**src/rtl/ma_stage_pkg.sv**
```systemverilog
// Shared definitions for the memory-access stage: load/store codes and FSM encoding.
package ma_stage_pkg;

   localparam logic [2:0] LDST_B  = 3'b000;
   localparam logic [2:0] LDST_H  = 3'b001;
   localparam logic [2:0] LDST_W  = 3'b010;
   localparam logic [2:0] LDST_BU = 3'b100;
   localparam logic [2:0] LDST_HU = 3'b101;

   typedef enum logic [1:0] {
      IDLE  = 2'd0,
      RESP  = 2'd1,
      DONE  = 2'd2,
      FLUSH = 2'd3
   } ma_state_e;

endpackage

```
**src/rtl/ma_stage_ldst_align.sv**
```systemverilog
// Combinational lane alignment: store byte enables/data, load extraction and
// sign/zero extension, and misalignment detection.
module ldst_align
   import ma_stage_pkg::*;
(
   input  logic [2:0]  code,
   input  logic [1:0]  adr,
   input  logic [31:0] st_data,
   input  logic [31:0] rdata,
   output logic [3:0]  be,
   output logic [31:0] wdata,
   output logic [31:0] ext_data,
   output logic        misaligned
);

   logic [31:0] lane;
   logic [15:0] half;
   logic        zext;

   always_comb begin
      be         = 4'b1111;
      wdata      = st_data;
      ext_data   = rdata;
      misaligned = 1'b0;
      lane       = rdata >> {adr, 3'b000};
      half       = adr[1] ? rdata[31:16] : rdata[15:0];
      zext       = (code == LDST_BU) || (code == LDST_HU);
      // Access size comes from the low two bits; 011/110/111 fall through to word.
      case (code[1:0])
         LDST_B[1:0]: begin
            be       = 4'b0001 << adr;
            wdata    = {4{st_data[7:0]}};
            ext_data = zext ? {24'h0, lane[7:0]} : {{24{lane[7]}}, lane[7:0]};
         end
         LDST_H[1:0]: begin
            misaligned = adr[0];
            be         = adr[1] ? 4'b1100 : 4'b0011;
            wdata      = {2{st_data[15:0]}};
            ext_data   = zext ? {16'h0, half} : {{16{half[15]}}, half};
         end
         default: begin
            misaligned = |adr;
         end
      endcase
   end

endmodule

```
**src/rtl/ma_stage.sv**
```systemverilog
// Memory-access pipeline stage: issues one data-memory transaction per ld/st,
// stalls while it is outstanding, and registers two writeback slots.
module ma_stage
   import ma_stage_pkg::*;
(
   input  logic        clk,
   input  logic        rst_n,
   input  logic        cmd_ld_ma,
   input  logic        cmd_st_ma,
   input  logic [4:0]  rd_adr_ma,
   input  logic [31:0] rd_data_ma,
   input  logic        wbk_rd_reg_ma,
   input  logic [31:0] st_data_ma,
   input  logic [2:0]  ldst_code_ma,
   input  logic        stall,
   input  logic        rst_pipe,
   output logic        dmem_req,
   output logic        dmem_we,
   output logic [29:0] dmem_adr,
   output logic [3:0]  dmem_be,
   output logic [31:0] dmem_wdata,
   input  logic        dmem_gnt,
   input  logic        dmem_rvalid,
   input  logic [31:0] dmem_rdata,
   output logic        stall_ma,
   output logic        misalign_ma,
   output logic [4:0]  rd_adr_wb,
   output logic [31:0] wbk_data_wb,
   output logic        wbk_rd_reg_wb,
   output logic [4:0]  rd_adr_wb2,
   output logic [31:0] wbk_data_wb2,
   output logic        wbk_rd_reg_wb2
);

   ma_state_e   state, state_nxt;
   logic [3:0]  st_be;
   logic [31:0] st_wdata;
   logic [31:0] ext_data;
   logic [31:0] ld_q;
   logic [31:0] res_data;
   logic        misaligned;
   logic        ldst;
   logic        access;
   logic        advance;
   logic        capture;
   logic        res_we;

   ldst_align u_align (
      .code       (ldst_code_ma),
      .adr        (rd_data_ma[1:0]),
      .st_data    (st_data_ma),
      .rdata      (dmem_rdata),
      .be         (st_be),
      .wdata      (st_wdata),
      .ext_data   (ext_data),
      .misaligned (misaligned)
   );

   assign ldst   = cmd_ld_ma | cmd_st_ma;
   assign access = ldst & ~misaligned & ~rst_pipe & rst_n;

   assign dmem_we    = cmd_st_ma;
   assign dmem_adr   = rd_data_ma[31:2];
   assign dmem_be    = cmd_ld_ma ? 4'b1111 : st_be;
   assign dmem_wdata = st_wdata;

   always_comb begin
      state_nxt = state;
      dmem_req  = 1'b0;
      stall_ma  = 1'b0;
      capture   = 1'b0;
      case (state)
         IDLE: begin
            dmem_req = access;
            stall_ma = access & ~(cmd_st_ma & dmem_gnt);
            if (access && dmem_gnt) begin
               if (cmd_st_ma) begin
                  if (stall) state_nxt = DONE;
               end else begin
                  state_nxt = RESP;
               end
            end
         end
         RESP: begin
            stall_ma = ~dmem_rvalid;
            // A response arriving with the flush is simply dropped; otherwise wait for it in FLUSH.
            if (rst_pipe) begin
               state_nxt = dmem_rvalid ? IDLE : FLUSH;
            end else if (dmem_rvalid) begin
               capture   = 1'b1;
               state_nxt = stall ? DONE : IDLE;
            end
         end
         DONE: begin
            if (rst_pipe || !stall) state_nxt = IDLE;
         end
         FLUSH: begin
            stall_ma = 1'b1;
            if (dmem_rvalid) state_nxt = IDLE;
         end
         default: state_nxt = IDLE;
      endcase
   end

   assign advance     = ~stall & ~stall_ma & ~rst_pipe;
   assign misalign_ma = (state == IDLE) & ldst & misaligned & advance & rst_n;
   assign res_we      = wbk_rd_reg_ma & ~(ldst & misaligned);
   // Load data is taken live on rvalid, or from the capture register if the stage sat in DONE.
   assign res_data    = cmd_ld_ma ? ((state == DONE) ? ld_q : ext_data) : rd_data_ma;

   always_ff @(posedge clk or negedge rst_n) begin
      if (!rst_n) begin
         state <= IDLE;
         ld_q  <= '0;
      end else begin
         state <= state_nxt;
         if (capture) ld_q <= ext_data;
      end
   end

   always_ff @(posedge clk or negedge rst_n) begin
      if (!rst_n) begin
         rd_adr_wb      <= '0;
         wbk_data_wb    <= '0;
         wbk_rd_reg_wb  <= 1'b0;
         rd_adr_wb2     <= '0;
         wbk_data_wb2   <= '0;
         wbk_rd_reg_wb2 <= 1'b0;
      end else if (rst_pipe) begin
         rd_adr_wb      <= '0;
         wbk_data_wb    <= '0;
         wbk_rd_reg_wb  <= 1'b0;
         rd_adr_wb2     <= '0;
         wbk_data_wb2   <= '0;
         wbk_rd_reg_wb2 <= 1'b0;
      end else if (advance) begin
         rd_adr_wb      <= rd_adr_ma;
         wbk_data_wb    <= res_data;
         wbk_rd_reg_wb  <= res_we;
         rd_adr_wb2     <= rd_adr_wb;
         wbk_data_wb2   <= wbk_data_wb;
         wbk_rd_reg_wb2 <= wbk_rd_reg_wb;
      end
   end

endmodule

```
**config.mk**
```make
export PLATFORM = sky130hd
export DESIGN_NAME = ma_stage
export DESIGN_NICKNAME = d
export VERILOG_FILES = /design/src/rtl/ma_stage_pkg.sv /design/src/rtl/ma_stage_ldst_align.sv /design/src/rtl/ma_stage.sv
export SDC_FILE = /design/constraint.sdc
export NUM_CORES = 1
export LEC_CHECK = 0
export BUFFER_PORTS_ARGS = -buffer_cell sky130_fd_sc_hd__buf_2
export CAP_MARGIN = 20
export CORE_ASPECT_RATIO = 2
export CORE_MARGIN = 10
export CORE_UTILIZATION = 41
export CTS_BUF_LIST = sky130_fd_sc_hd__clkbuf_8
export DETAILED_ROUTE_END_ITERATION = 8
export PLACE_DENSITY = 0.72
export SLEW_MARGIN = 20
export SYNTH_ARGS = -nofsm -noshare
export SYNTH_HDL_FRONTEND = slang
export SYNTH_SLANG_ARGS = --single-unit
```
**constraint.sdc**
```tcl
create_clock -name clk -period 1.8 [get_ports clk]
set_input_delay 0.18 -clock clk [delete_from_list [all_inputs] [get_ports clk]]
set_output_delay 0.18 -clock clk [all_outputs]
set_load 0.02 [all_outputs]
```
==> results_tabular.tex, run 1 <==
\begin{tabular}{lr}
\hline
Metric & Value \\
\hline
\multicolumn{2}{l}{\textbf{Critical path}} \\
Worst reg2reg setup slack & -160 ps \\
End point of the critical path & wbk\_data\_wb[22]\$\_DFFE\_PN0P\_ \\
Required time at the worst-slack endpoint & 2030 ps \\
Worst setup path class & reg2reg \\
Worst setup path start & state[0]\$\_DFFE\_PN0P\_ \\
Critical path endpoint category & flop \\
Worst reg2reg endpoint & wbk\_data\_wb[22]\$\_DFFE\_PN0P\_ \\
Kind of cell adding the most delay to the critical path & compound AO/OA/AOI/OAI gates \\
Nature of the critical path startpoint & flop \\
Crit path cell chain & a211oi\_2 -> or3b\_4 -> o21ai\_4 -> buf\_4 -> clkbuf\_16 -> or3\_1 -> o311ai\_0 \\
Critical path buffers and inverters & 2 \\
Worst path slowest cell & or3b\_4 \\
Reg2reg path depth & 7 \\
Largest stage delay on the critical path & 430 ps \\
Worst-path maximum fanout & 10 \\
Reg-to-reg critical path startpoint & state[0]\$\_DFFE\_PN0P\_ \\
Levels on crit path & 7 \\
Signal arrival time at the worst endpoint & between 2000 and 2500 ps \\
\multicolumn{2}{l}{\textbf{Run status}} \\
Result of the run & finished, violations left \\
Failing checks & setup timing \\
\multicolumn{2}{l}{\textbf{Detailed routing}} \\
Iter 0 DRT Violations & approximately 350 \\
Number of iterations in the first detailed-routing pass & 5 \\
Drt drc & 0 \\
Wire length after detailed routing & approximately 24,000 um \\
Vias per cell & roughly 5.5 \\
Avg WL per Cell & slightly below 20 um \\
Remaining antenna violation count & 0 \\
Routed via count & $\sim$6,600 \\
\multicolumn{2}{l}{\textbf{Timing}} \\
Number of hold violations in the final report & 0 \\
Worst Setup Slack, final & -156.6 ps \\
Pins Over Slew Limit & 0 \\
Worst-Margin Slew & 871.8 ps \\
Final period utilization & 108.7\% \\
Total Negative Setup Slacks & -7683 ps \\
Post-Route Hold Slack & roughly 37 ps \\
Worst clock skew & about 15 ps \\
Time the final worst path needs with I/O delays and setup & a little under 2000 ps \\
Final setup violation count & 77 \\
RSZ-0062 raised after global routing & true \\
Worst slew margin & a little over two fifths \\
Maximum achievable frequency & a little over 500 MHz \\
\multicolumn{2}{l}{\textbf{Placement}} \\
Total half-perimeter wirelength after legalization and detailed placement & 18,510 um \\
Worst setup slack before clock tree synthesis & -74.84 ps \\
Dpl cell area & 7989 sq um \\
Final estimated routing congestion in global placement & between 0.9 and 1 \\
Port Buf Inserts & between 200 and 300 \\
\multicolumn{2}{l}{\textbf{Synth}} \\
Share of flip-flops with an asynchronous set or reset & between 90\% and 100\% \\
Area of the mapped netlist & 6545 sq um \\
Mapped Avg Cell Area & approximately 8.3 sq um \\
Leading area contributor after synthesis & dfrtp\_1 \\
Largest cells by area after synthesis & dfrtp\_1, nand2\_1, a21oi\_1 \\
Register bit count reported by yosys & 110 \\
Syn\_nets & around 900 \\
Portion of synthesized cell area occupied by the leading cell type & between 40\% and 50\% \\
Number of enable-type register cells in the synthesized netlist & 0 \\
Commonest register cell after synthesis & dfrtp\_1 \\
Most numerous cell in the Yosys netlist & nand2\_1 \\
Yosys cell types & 46 \\
Seq/Total Area, Yosys & between 40\% and 50\% \\
Post-synthesis cell count & approximately 800 \\
Most frequent cells after synthesis & nand2\_1, dfrtp\_1, a21oi\_1 \\
Yosys Warn Count & 0 \\
\multicolumn{2}{l}{\textbf{GRT}} \\
Wire length of the first global-routing pass & 35,850 um \\
Largest net degree at the start of global routing & roughly 110 \\
Global-route total usage across every layer & 20.95\% \\
Global-route met3 utilization & around 5.6\% \\
Met2 track demand over resource & a little over a third \\
Number of antenna violations at the first check in global routing & 4 \\
Met1 Track Usage GR & 22.35\% \\
Vias in the first global route & around 6,700 \\
Most congested layer reported by global routing & met2 \\
Final global-route overflow total & 0 \\
\multicolumn{2}{l}{\textbf{Worst hold path}} \\
Worst Hold Launch & rd\_adr\_ma[1] \\
Class of the worst hold path & in2reg \\
\multicolumn{2}{l}{\textbf{Clock tree}} \\
Root cell of the clock tree & clkbuf\_8 \\
Longest Clk Path Bufs & 2 \\
CTS tree & yes \\
Worst-skew pair later-pin latency & around 370 ps \\
Number of sinks handled by clock tree synthesis & 110 \\
Number of levels in the clock H-tree & 3 \\
Number of CTS-inserted buffers & 9 \\
CTS clk-pin slew, worst paths & 110 ps \\
\multicolumn{2}{l}{\textbf{Die}} \\
Area of the core region & $\sim$16,000 sq um \\
Cell row count & 65 \\
Die area & 21,720 sq um \\
Boundary pin count & around 260 \\
Height of the chip & slightly below 200 um \\
Starting density of the core & around two fifths \\
Die span in x & approximately 110 um \\
\multicolumn{2}{l}{\textbf{Power and ir drop}} \\
Worst-case vdd ir drop & around 0.44 mV \\
Reported leakage power & 4.112 nW \\
Total power density per cell area & $\sim$1000 nW/um\^{}2 \\
Design Power & 8.192 mW \\
\multicolumn{2}{l}{\textbf{Layout}} \\
Fraction of layout instances using a drive strength above 1 & between 30 and 40\% \\
Net count reported at finish & approximately 1,100 \\
Area delta synth->final & 27.74\% \\
Post-route standard cell area excluding fillers & about 8400 sq um \\
\multicolumn{2}{l}{\textbf{Run}} \\
Max\_cap viols & 0 \\
\hline
\end{tabular}
## area by class of cell
type | count | area (sq um)
fill | 1522 | 7336
multi-input combinational | 544 | 3149
sequential | 110 | 2753
clock buffer | 11 | 151.4
antenna | 1 | 2.502
tap | 201 | 251.5
inverter | 26 | 97.59
timing repair buffer | 315 | 1923
clock inverter | 5 | 32.53
## worst min-delay path, delay by kind of cell
kind / cells / cell delay, ps
compound gates: 1 / 50
buf+inv: 1 / 90
simple gates: 1 / 40
## routing by layer
| metal | wire length [um] | part of all wire [%] | up-vias |
|---|---|---|---|
| met2 | 12230 | 52 | 323 |
| met4 | 1302 | 5.5 | 6 |
| met5 | 29 | 0.12 | - |
| met3 | 2031 | 8.6 | 68 |
| li1 | - | - | 3139 |
| met1 | 8138 | 34 | 3087 |
## stage by stage
| step | std cells | utilization (%) |
|---|---|---|
| after floorplan | 784 | - |
| after global placement | 1189 | 50.90 |
| after detailed placement | 1189 | 50.90 |
| after CTS | 1207 | 52.40 |
| after global routing | 1213 | 53.26 |
| final | 1213 | 53.26 |
## repair_timing
action,4_1_cts,5_1_grt
hold buffers,1,0
endpoints found under the hold margin,110,0
setup endpoints to repair,87,85
gates resized for setup,9,10
gates cloned,1,3
pin swaps,9,6
buffers inserted,0,2
## cell families after synthesis
group	Yosys count	share of synthesized area, %
buffers and inverters	130	10.93
AOI/OAI and AO/OA	230	22.06
DFF	110	42.06
muxes	27	4.512
and+or+nand+nor	287	20.44
## power breakdown
| part | leakage, nW | switching (mW) | total (mW) | internal (mW) |
|---|---|---|---|---|
| sequential | 1.45 | 0.359 | 3.37 | 3.01 |
| clock | 0.0932 | 0.853 | 1.43 | 0.579 |
| combinational | 2.56 | 1.98 | 3.39 | 1.41 |
| total | 4.11 | 3.19 | 8.19 | 5.00 |
## registers in the layout, indices dropped and copies added (netlist names)
| signal | cells |
|---|---|
| wbk_data_wb2 | 32 |
| rd_adr_wb2 | 5 |
| ld_q | 32 |
| wbk_rd_reg_wb2 | 1 |
| state | 2 |
| wbk_data_wb | 32 |
| rd_adr_wb | 5 |
| wbk_rd_reg_wb | 1 |
## cells in the final DEF, fill, tap and decap left out, types with 3 or more instances in the layout
| master | count |
|---|---|
| nand2_1 | 155 |
| nor3_2 | 3 |
| buf_4 | 41 |
| inv_1 | 27 |
| a21oi_2 | 4 |
| o21ai_0 | 49 |
| buf_2 | 258 |
| nor3_1 | 15 |
| a221oi_1 | 8 |
| or3_1 | 16 |
| dfrtp_1 | 110 |
| nor2_1 | 25 |
| o211ai_1 | 12 |
| o22a_1 | 7 |
| o21a_1 | 8 |
| o221ai_1 | 7 |
| a21oi_1 | 76 |
| nand3b_1 | 16 |
| nand3_1 | 8 |
| clkbuf_8 | 11 |
| o311ai_0 | 4 |
| a22o_1 | 11 |
| clkbuf_16 | 3 |
| a31oi_1 | 24 |
| a211oi_1 | 7 |
| nor2b_1 | 30 |
| buf_12 | 10 |
| mux2i_1 | 16 |
| mux2_2 | 10 |
## worst min path at each step
stage / endpoint / depth (start not counted)
detailed placement: ld_q[9]$_DFFE_PN0P_ / 2
finish: rd_adr_wb[1]$_DFFE_PN0P_ / 3
floorplan: ld_q[0]$_DFFE_PN0P_ / 0
CTS: rd_adr_wb[1]$_DFFE_PN0P_ / 3
global route: rd_adr_wb[3]$_DFFE_PN0P_ / 3
global placement: ld_q[11]$_DFFE_PN0P_ / 2
Power figures use the tool's default switching activity.
==> inputs of run 2 (changes only) <==
--- a/config.mk
+++ b/config.mk
@@ -12,8 +12,9 @@
 export CORE_UTILIZATION = 41
 export CTS_BUF_LIST = sky130_fd_sc_hd__clkbuf_8
 export DETAILED_ROUTE_END_ITERATION = 8
-export PLACE_DENSITY = 0.72
+export PLACE_DENSITY = 0.71
 export SLEW_MARGIN = 20
 export SYNTH_ARGS = -nofsm -noshare
 export SYNTH_HDL_FRONTEND = slang
+export SYNTH_HIERARCHICAL = 1
 export SYNTH_SLANG_ARGS = --single-unit
==> results_tabular.tex, run 2 <==
\begin{tabular}{lr}
\hline
Metric & Value \\
\hline
\multicolumn{2}{l}{\textbf{Run status}} \\
Result of the run & finished, violations left (unchanged) \\
Failing checks & setup timing (unchanged) \\
\multicolumn{2}{l}{\textbf{Synth}} \\
Syn\_nets & 839 (was 897) \\
Mapped Avg Cell Area & 9.627 sq um (was 8.348 sq um) \\
Number of enable-type register cells in the synthesized netlist & 0 (unchanged) \\
Leading area contributor after synthesis & dfrtp\_1 (unchanged) \\
Yosys cell types & 48 (was 46) \\
Post-synthesis cell count & 726 (was 784) \\
Yosys Warn Count & 6 (was 0) \\
Area of the mapped netlist & 6989 sq um (was 6545 sq um) \\
Seq/Total Area, Yosys & 39.38\% (was 42.06\%) \\
Portion of synthesized cell area occupied by the leading cell type & 39.38\% (was 42.06\%) \\
Most frequent cells after synthesis & dfrtp\_1, mux2i\_1, nand3\_1 (was nand2\_1, dfrtp\_1, a21oi\_1) \\
Commonest register cell after synthesis & dfrtp\_1 (unchanged) \\
Most numerous cell in the Yosys netlist & dfrtp\_1 (was nand2\_1) \\
Register bit count reported by yosys & 110 (unchanged) \\
Share of flip-flops with an asynchronous set or reset & 100.0\% (unchanged) \\
Largest cells by area after synthesis & dfrtp\_1, mux2i\_1, mux2\_2 (was dfrtp\_1, nand2\_1, a21oi\_1) \\
\multicolumn{2}{l}{\textbf{Critical path}} \\
Required time at the worst-slack endpoint & 1620 ps (was 2030 ps) \\
Worst setup path class & reg2out (was reg2reg) \\
Worst reg2reg setup slack & 80 ps (was -160 ps) \\
Signal arrival time at the worst endpoint & 1630 ps (was 2190 ps) \\
Reg2reg path depth & 6 (was 7) \\
Reg-to-reg critical path startpoint & state[0]\$\_DFFE\_PN0P\_ (unchanged) \\
Nature of the critical path startpoint & flop (unchanged) \\
Worst reg2reg endpoint & wbk\_data\_wb[20]\$\_DFFE\_PN0P\_ (was wbk\_data\_wb[22]\$\_DFFE\_PN0P\_) \\
Worst-path maximum fanout & 5 (was 10) \\
Critical path endpoint category & output port (was flop) \\
\multicolumn{2}{l}{\textbf{Clock tree}} \\
Number of CTS-inserted buffers & 9 (unchanged) \\
Worst-skew pair later-pin latency & 390 ps (was 370 ps) \\
CTS tree & yes (unchanged) \\
Number of levels in the clock H-tree & 3 (unchanged) \\
CTS clk-pin slew, worst paths & 110 ps (about the same) \\
Root cell of the clock tree & clkbuf\_8 (unchanged) \\
Longest Clk Path Bufs & 2 (unchanged) \\
Number of sinks handled by clock tree synthesis & 110 (unchanged) \\
\multicolumn{2}{l}{\textbf{Timing}} \\
Worst-Margin Slew & 601.3 ps (was 871.8 ps) \\
Total Negative Setup Slacks & -12.90 ps (was -7683 ps) \\
Post-Route Hold Slack & 28.30 ps (was 37.15 ps) \\
Worst clock skew & 14.78 ps (was 15.34 ps) \\
Pins Over Slew Limit & 0 (unchanged) \\
Maximum achievable frequency & 551.6 MHz (was 511.1 MHz) \\
Worst Setup Slack, final & -12.90 ps (was -156.6 ps) \\
Time the final worst path needs with I/O delays and setup & 1813 ps (was 1957 ps) \\
Final setup violation count & 1 (was 77) \\
Worst slew margin & 59.92\% (was 41.88\%) \\
RSZ-0062 raised after global routing & true (unchanged) \\
Number of hold violations in the final report & 0 (unchanged) \\
Final period utilization & 100.7\% (was 108.7\%) \\
\multicolumn{2}{l}{\textbf{Detailed routing}} \\
Vias per cell & 5.392 (was 5.460) \\
Number of iterations in the first detailed-routing pass & 5 (unchanged) \\
Routed length on met1 & 8334 um (was 8138 um) \\
Detailed-routed wire length on met3 & 1762 um (was 2031 um) \\
Remaining antenna violation count & 0 (unchanged) \\
Routed wire length on met2 & 12,230 um (about the same) \\
Routed via count & 6,228 (was 6,623) \\
Avg WL per Cell & 20.08 um (was 19.57 um) \\
Drt drc & 0 (unchanged) \\
Iter 0 DRT Violations & 367 (was 347) \\
Wire length after detailed routing & 23,200 um (was 23,740 um) \\
Top layer in use & met5 (unchanged) \\
\multicolumn{2}{l}{\textbf{Power and ir drop}} \\
Total power density per cell area & 710.6 nW/um\^{}2 (was 979.8 nW/um\^{}2) \\
Reported leakage power & 4.377 nW (was 4.112 nW) \\
Design Power & 6.158 mW (was 8.192 mW) \\
Share of total power in sequential cells & 46.7\% (was 41.1\%) \\
Cell-internal power & 4.157 mW (was 5.001 mW) \\
Clock network fraction of design power & 25.3\% (was 17.5\%) \\
Worst-case vdd ir drop & 0.3270 mV (was 0.4401 mV) \\
Switching power share of the total & 32.49\% (was 38.95\%) \\
Switching pwr & 2.001 mW (was 3.191 mW) \\
Combinational group share of total power & 28.1\% (was 41.4\%) \\
\multicolumn{2}{l}{\textbf{GRT}} \\
Wire length of the first global-routing pass & 35,730 um (was 35,850 um) \\
Final global-route overflow total & 0 (unchanged) \\
Number of antenna violations at the first check in global routing & 1 (was 4) \\
Global-route total usage across every layer & 19.32\% (was 20.95\%) \\
Largest net degree at the start of global routing & 111 (unchanged) \\
Vias in the first global route & 6,646 (was 6,687) \\
\multicolumn{2}{l}{\textbf{Worst hold path}} \\
Min-Delay Endpoint & rd\_adr\_wb[0]\$\_DFFE\_PN0P\_ (was rd\_adr\_wb[1]\$\_DFFE\_PN0P\_) \\
Worst Hold Launch & rd\_adr\_ma[0] (was rd\_adr\_ma[1]) \\
Class of the worst hold path & in2reg (unchanged) \\
Cell depth of the worst min-delay path & 3 (unchanged) \\
\multicolumn{2}{l}{\textbf{Run}} \\
Max\_cap viols & 0 (unchanged) \\
\multicolumn{2}{l}{\textbf{Layout}} \\
Net count reported at finish & 1,056 (was 1,119) \\
Number of non-filler instances in the completed layout & 1,155 (was 1,213) \\
Area delta synth->final & 23.99\% (was 27.74\%) \\
Most frequent standard cell in the layout excluding fill and tap cells & buf\_2 (unchanged) \\
Total inserted antenna cells & 0 (was 1) \\
Filler instances & 1,599 (was 1,522) \\
Fraction of layout instances using a drive strength above 1 & 41.98\% (was 35.71\%) \\
Commonest cells after routing, fill and taps aside & buf\_2, dfrtp\_1, mux2i\_1 (was buf\_2, nand2\_1, dfrtp\_1) \\
Utilization of the core after routing & 51.69\% (was 53.26\%) \\
Regs by FF count & ld\_q (32), wbk\_data\_wb2 (32), wbk\_data\_wb (32) (unchanged) \\
\multicolumn{2}{l}{\textbf{Die}} \\
Die span in x & 112.3 um (was 109.3 um) \\
Die area & 22,990 sq um (was 21,720 sq um) \\
Height of the chip & 204.6 um (was 198.7 um) \\
Starting density of the core & 41.69\% (was 41.70\%) \\
Area of the core region & 16,770 sq um (was 15,700 sq um) \\
Cell row count & 67 (was 65) \\
Boundary pin count & 259 (unchanged) \\
\multicolumn{2}{l}{\textbf{Placement}} \\
Final estimated routing congestion in global placement & 0.9147 (was 0.9670) \\
Count of placed standard cells including taps & 1,128 (was 1,189) \\
Total half-perimeter wirelength after legalization and detailed placement & 18,380 um (was 18,510 um) \\
Port Buf Inserts & 258 (unchanged) \\
\hline
\end{tabular}
## run 2: cell types whose count changed in the layout (fill, tap and decap cells not counted), sizes merged, moves of 23 or more
cell / before / now
a211o: 0 / 32
mux2i: 16 / 79
nand3: 8 / 66
a21oi: 82 / 49
nand2: 156 / 35
nand2b: 3 / 35
inv: 28 / 5
a31oi: 24 / 0
mux2: 10 / 49
## run 2: per-layer routing
layer  up-vias  track usage [%]
li1       2962                -
met2       258            34.56
met4         2            9.608
met3        49            5.595
met5         -                0
met1      2957            19.96
## run 2: layout make-up
| class | count | area [sq um] | share of cell area [%] |
|---|---|---|---|
| clock buffer | 11 | 151.4 | 1.747 |
| inverter | 3 | 11.26 | 0.1299 |
| sequential | 110 | 2755 | 31.79 |
| tap | 207 | 259.0 | 2.989 |
| clock inverter | 5 | 50.05 | 0.5775 |
| multi-input combinational | 509 | 3602 | 41.57 |
| timing repair buffer | 310 | 1837 | 21.20 |
## run 2: worst max-delay path by stage
stage	from	end	slack [ps]	cells after the start
final	state[1]$_DFFE_PN0P_	misalign_ma	-10	5
after global routing	state[1]$_DFFE_PN0P_	misalign_ma	-100	5
after CTS	state[1]$_DFFE_PN0P_	misalign_ma	-30	5
after floorplan	ldst_code_ma[1]	wbk_data_wb[10]$_DFFE_PN0P_	6	10
after global placement	rd_data_ma[1]	wbk_data_wb[21]$_DFFE_PN0P_	-50	10
after detailed placement	rd_data_ma[1]	wbk_data_wb[20]$_DFFE_PN0P_	-100	10
## run 2: cell families after synthesis
group / share of synthesized area [%]
AND/OR/NAND/NOR: 16.31
AO/OA/AOI/OAI: 14.98
multiplexers: 19.53
flip-flops: 39.38
buffers and inverters: 9.792
## run 2: through the flow
stage | setup WS (ps) | cell area [sq um]
after detailed placement | -103.9 | 8346
after global placement | -48.99 | 8346
after floorplan | 6.106 | 7037
after global routing | -98.99 | 8666
after CTS | -33.29 | 8630
final | -12.90 | 8666
## run 2: critical path: stages (launching register included)
cell and delay (ps):
dfrtp_2 460, nand2b_4 160, a21oi_4 160, nand2_4 70, nor4_4 210, buf_4 180
## run 2: what timing repair did
item	4_1_cts	5_1_grt
gates resized for setup	7	3
setup endpoints to repair	1	20
pin swaps	1	0
hold buffers	1	0
endpoints found under the hold margin	110	0
buffers inserted	7	3
## run 2: power groups by stage
| stage | Combinational [mW] | Sequential, mW | Clock, mW |
|---|---|---|---|
| 3_5_place_dp | 1.72 | 2.92 | 0 |
| 2_1_floorplan | 0.989 | 3.00 | 0 |
| 6_report | 1.73 | 2.87 | 1.56 |
| 3_3_place_gp | 1.69 | 2.91 | 0 |
| 4_1_cts | 1.74 | 2.87 | 1.60 |
| 5_1_grt | 1.87 | 2.91 | 1.71 |
==> inputs of run 3 (changes only) <==
--- a/config.mk
+++ b/config.mk
@@ -12,7 +12,7 @@
 export CORE_UTILIZATION = 41
 export CTS_BUF_LIST = sky130_fd_sc_hd__clkbuf_8
 export DETAILED_ROUTE_END_ITERATION = 8
-export PLACE_DENSITY = 0.71
+export PLACE_DENSITY = 0.68
 export SLEW_MARGIN = 20
 export SYNTH_ARGS = -nofsm -noshare
 export SYNTH_HDL_FRONTEND = slang
==> constraint.sdc (replaced) <==
create_clock -name clk -period 2.22 [get_ports clk]
set_input_delay 0.222 -clock clk [delete_from_list [all_inputs] [get_ports clk]]
set_output_delay 0.222 -clock clk [all_outputs]
set_load 0.02 [all_outputs]
==> results_tabular.tex, run 3 (synthesized netlist as in run 2, its figures left out) <==
\begin{tabular}{lr}
\hline
Metric & Value \\
\hline
\multicolumn{2}{l}{\textbf{Critical path}} \\
Nature of the critical path startpoint & flop (unchanged) \\
Worst-path maximum fanout & 7 (was 5) \\
Signal arrival time at the worst endpoint & 1850 ps (was 1630 ps) \\
Critical path endpoint category & output port (unchanged) \\
Required time at the worst-slack endpoint & 2000 ps (was 1620 ps) \\
Worst setup path class & reg2out (unchanged) \\
\multicolumn{2}{l}{\textbf{Layout}} \\
Commonest cells after routing, fill and taps aside & buf\_2, dfrtp\_1, mux2i\_1 (unchanged) \\
Most frequent standard cell in the layout excluding fill and tap cells & buf\_2 (unchanged) \\
Area delta synth->final & 19.96\% (was 23.99\%) \\
Regs by FF count & ld\_q (32), wbk\_data\_wb2 (32), wbk\_data\_wb (32) (unchanged) \\
Post-route standard cell area excluding fillers & 8384 sq um (was 8666 sq um) \\
Net count reported at finish & 1,034 (was 1,056) \\
Fraction of layout instances using a drive strength above 1 & 40.39\% (was 41.98\%) \\
Total inserted antenna cells & 0 (unchanged) \\
\multicolumn{2}{l}{\textbf{Run}} \\
Max\_cap viols & 0 (unchanged) \\
\multicolumn{2}{l}{\textbf{Timing}} \\
Time the final worst path needs with I/O delays and setup & just over 2000 ps \\
Pins Over Slew Limit & 0 (unchanged) \\
Final period utilization & just over 90\% \\
Worst-Margin Slew & 644.7 ps (was 601.3 ps) \\
RSZ-0062 raised after global routing & false (was true) \\
Worst slew margin & 57.02\% (was 59.92\%) \\
Number of hold violations in the final report & 29 (was 0) \\
Post-Route Hold Slack & -59.76 ps (was 28.30 ps) \\
Maximum achievable frequency & just under 500 MHz \\
Worst clock skew & 11.17 ps (was 14.78 ps) \\
Final setup violation count & 0 (was 1) \\
Total Negative Setup Slacks & 0 ps (was -12.90 ps) \\
\multicolumn{2}{l}{\textbf{Die}} \\
Die span in x & 112.3 um (unchanged) \\
Height of the chip & 204.6 um (unchanged) \\
Boundary pin count & 259 (unchanged) \\
Die area & 22,990 sq um (unchanged) \\
Starting density of the core & 41.69\% (unchanged) \\
Cell row count & 67 (unchanged) \\
Area of the core region & 16,770 sq um (unchanged) \\
\multicolumn{2}{l}{\textbf{GRT}} \\
Largest net degree at the start of global routing & 111 (unchanged) \\
Final global-route overflow total & 0 (unchanged) \\
Global-route total usage across every layer & 18.80\% (was 19.32\%) \\
Vias in the first global route & 6,349 (was 6,646) \\
Number of antenna violations at the first check in global routing & 0 (was 1) \\
Wire length of the first global-routing pass & 35,290 um (was 35,730 um) \\
\multicolumn{2}{l}{\textbf{Power and ir drop}} \\
Reported leakage power & 4.235 nW (was 4.377 nW) \\
Worst-case vdd ir drop & 0.2586 mV (was 0.3270 mV) \\
Total power density per cell area & 591.1 nW/um\^{}2 (was 710.6 nW/um\^{}2) \\
\multicolumn{2}{l}{\textbf{Detailed routing}} \\
Routed via count & 6,143 (was 6,228) \\
Number of iterations in the first detailed-routing pass & 4 (was 5) \\
Drt drc & 0 (unchanged) \\
Vias per cell & 5.422 (was 5.392) \\
Avg WL per Cell & 20.02 um (was 20.08 um) \\
Iter 0 DRT Violations & 344 (was 367) \\
Remaining antenna violation count & 0 (unchanged) \\
Wire length after detailed routing & 22,690 um (was 23,200 um) \\
\multicolumn{2}{l}{\textbf{Clock tree}} \\
CTS clk-pin slew, worst paths & 110 ps (about the same) \\
Longest Clk Path Bufs & 2 (unchanged) \\
CTS Hold Buffers Added & 0 (was 1) \\
Number of levels in the clock H-tree & 3 (unchanged) \\
CTS tree & yes (unchanged) \\
Number of CTS-inserted buffers & 9 (unchanged) \\
Number of sinks handled by clock tree synthesis & 110 (unchanged) \\
Worst-skew pair later-pin latency & 390 ps (about the same) \\
Root cell of the clock tree & clkbuf\_8 (unchanged) \\
\multicolumn{2}{l}{\textbf{Placement}} \\
Dpl cell area & 8173 sq um (was 8346 sq um) \\
Total half-perimeter wirelength after legalization and detailed placement & 17,820 um (was 18,380 um) \\
Final estimated routing congestion in global placement & 0.9200 (was 0.9147) \\
Port Buf Inserts & 258 (unchanged) \\
\multicolumn{2}{l}{\textbf{Run status}} \\
Result of the run & finished, violations left (unchanged) \\
Failing checks & hold timing (was setup timing) \\
\multicolumn{2}{l}{\textbf{Worst hold path}} \\
Class of the worst hold path & in2async (was in2reg) \\
\hline
\end{tabular}
## run 3: changes by cell type in the layout (fill, tap and decap cells not counted), moves of 2 or more
cell	delta
buf_4	-13
buf_6	-2
clkinv_4	+3
buf_12	-6
mux2i_1	+2
mux2i_2	-2
inv_1	-2
## run 3: through the flow
| step | utilization, % | total power [mW] | setup WS [ps] | std cells |
|---|---|---|---|---|
| after CTS | 49.99 | 5.018 | 78.65 | 1133 |
| final | 50.01 | 4.956 | 144.8 | 1133 |
| after floorplan | - | 3.230 | 74.32 | 726 |
| after detailed placement | 48.75 | 3.726 | 95.93 | 1117 |
| after global placement | 48.75 | 3.701 | 141.2 | 1117 |
| after global routing | 50.01 | 5.220 | 9.777 | 1133 |
## run 3: worst paths after layout
path                       depth (start not counted)            startpoint                     endpoint  slack [ps]
min in group clk                                   3          rd_adr_ma[3]     rd_adr_wb[3]$_DFFE_PN0P_          70
hold reg to reg                                    1  ld_q[20]$_DFFE_PN0P_         ld_q[20]$_DFFE_PN0P_         510
max in group asynchronous                          2                 rst_n  wbk_data_wb[12]$_DFFE_PN0P_        1750
setup reg to reg                                   5  state[0]$_DFFE_PN0P_  wbk_data_wb[18]$_DFFE_PN0P_         410
hold / removal                                     2                 rst_n         ld_q[30]$_DFFE_PN0P_         -60
setup / recovery                                   5  state[1]$_DFFE_PN0P_                  misalign_ma         140
## run 3: layer usage
layer  track usage [%]  share of wire, %  up-vias
li1                  -                 -     2932
met3             5.214               7.2       23
met5                 0                 0        -
met1             21.17                39     2955
met4             6.785               2.2        0
met2             32.92                52      233
## run 3: report_power, final
part           internal (mW)  total, mW  switching (mW)
sequential              2.20       2.33           0.124
clock                  0.562       1.29           0.727
combinational          0.555       1.34           0.787
total                   3.32       4.96            1.64
## run 3: critical path: stages, from the launching register on
cell,delay [ps]
dfrtp_2,460
nand2b_2,230
a21oi_4,210
nand2_4,80
nor4_2,290
buf_4,200
## run 3: layout make-up
class                           count  area, sq um
Clock buffer                       10        137.6
Clock inverter                      6        70.07
Fill cell                        1699         8382
Inverter                            3        11.26
Multi-Input combinational cell    509         3566
Sequential cell                   110         2754
Tap cell                          207        259.0
Timing Repair Buffer              288         1587
## run 3: repair_timing
action,4_1_cts,5_1_grt
setup buffers,0,0
resized for setup,0,2
setup endpoints to repair,0,1
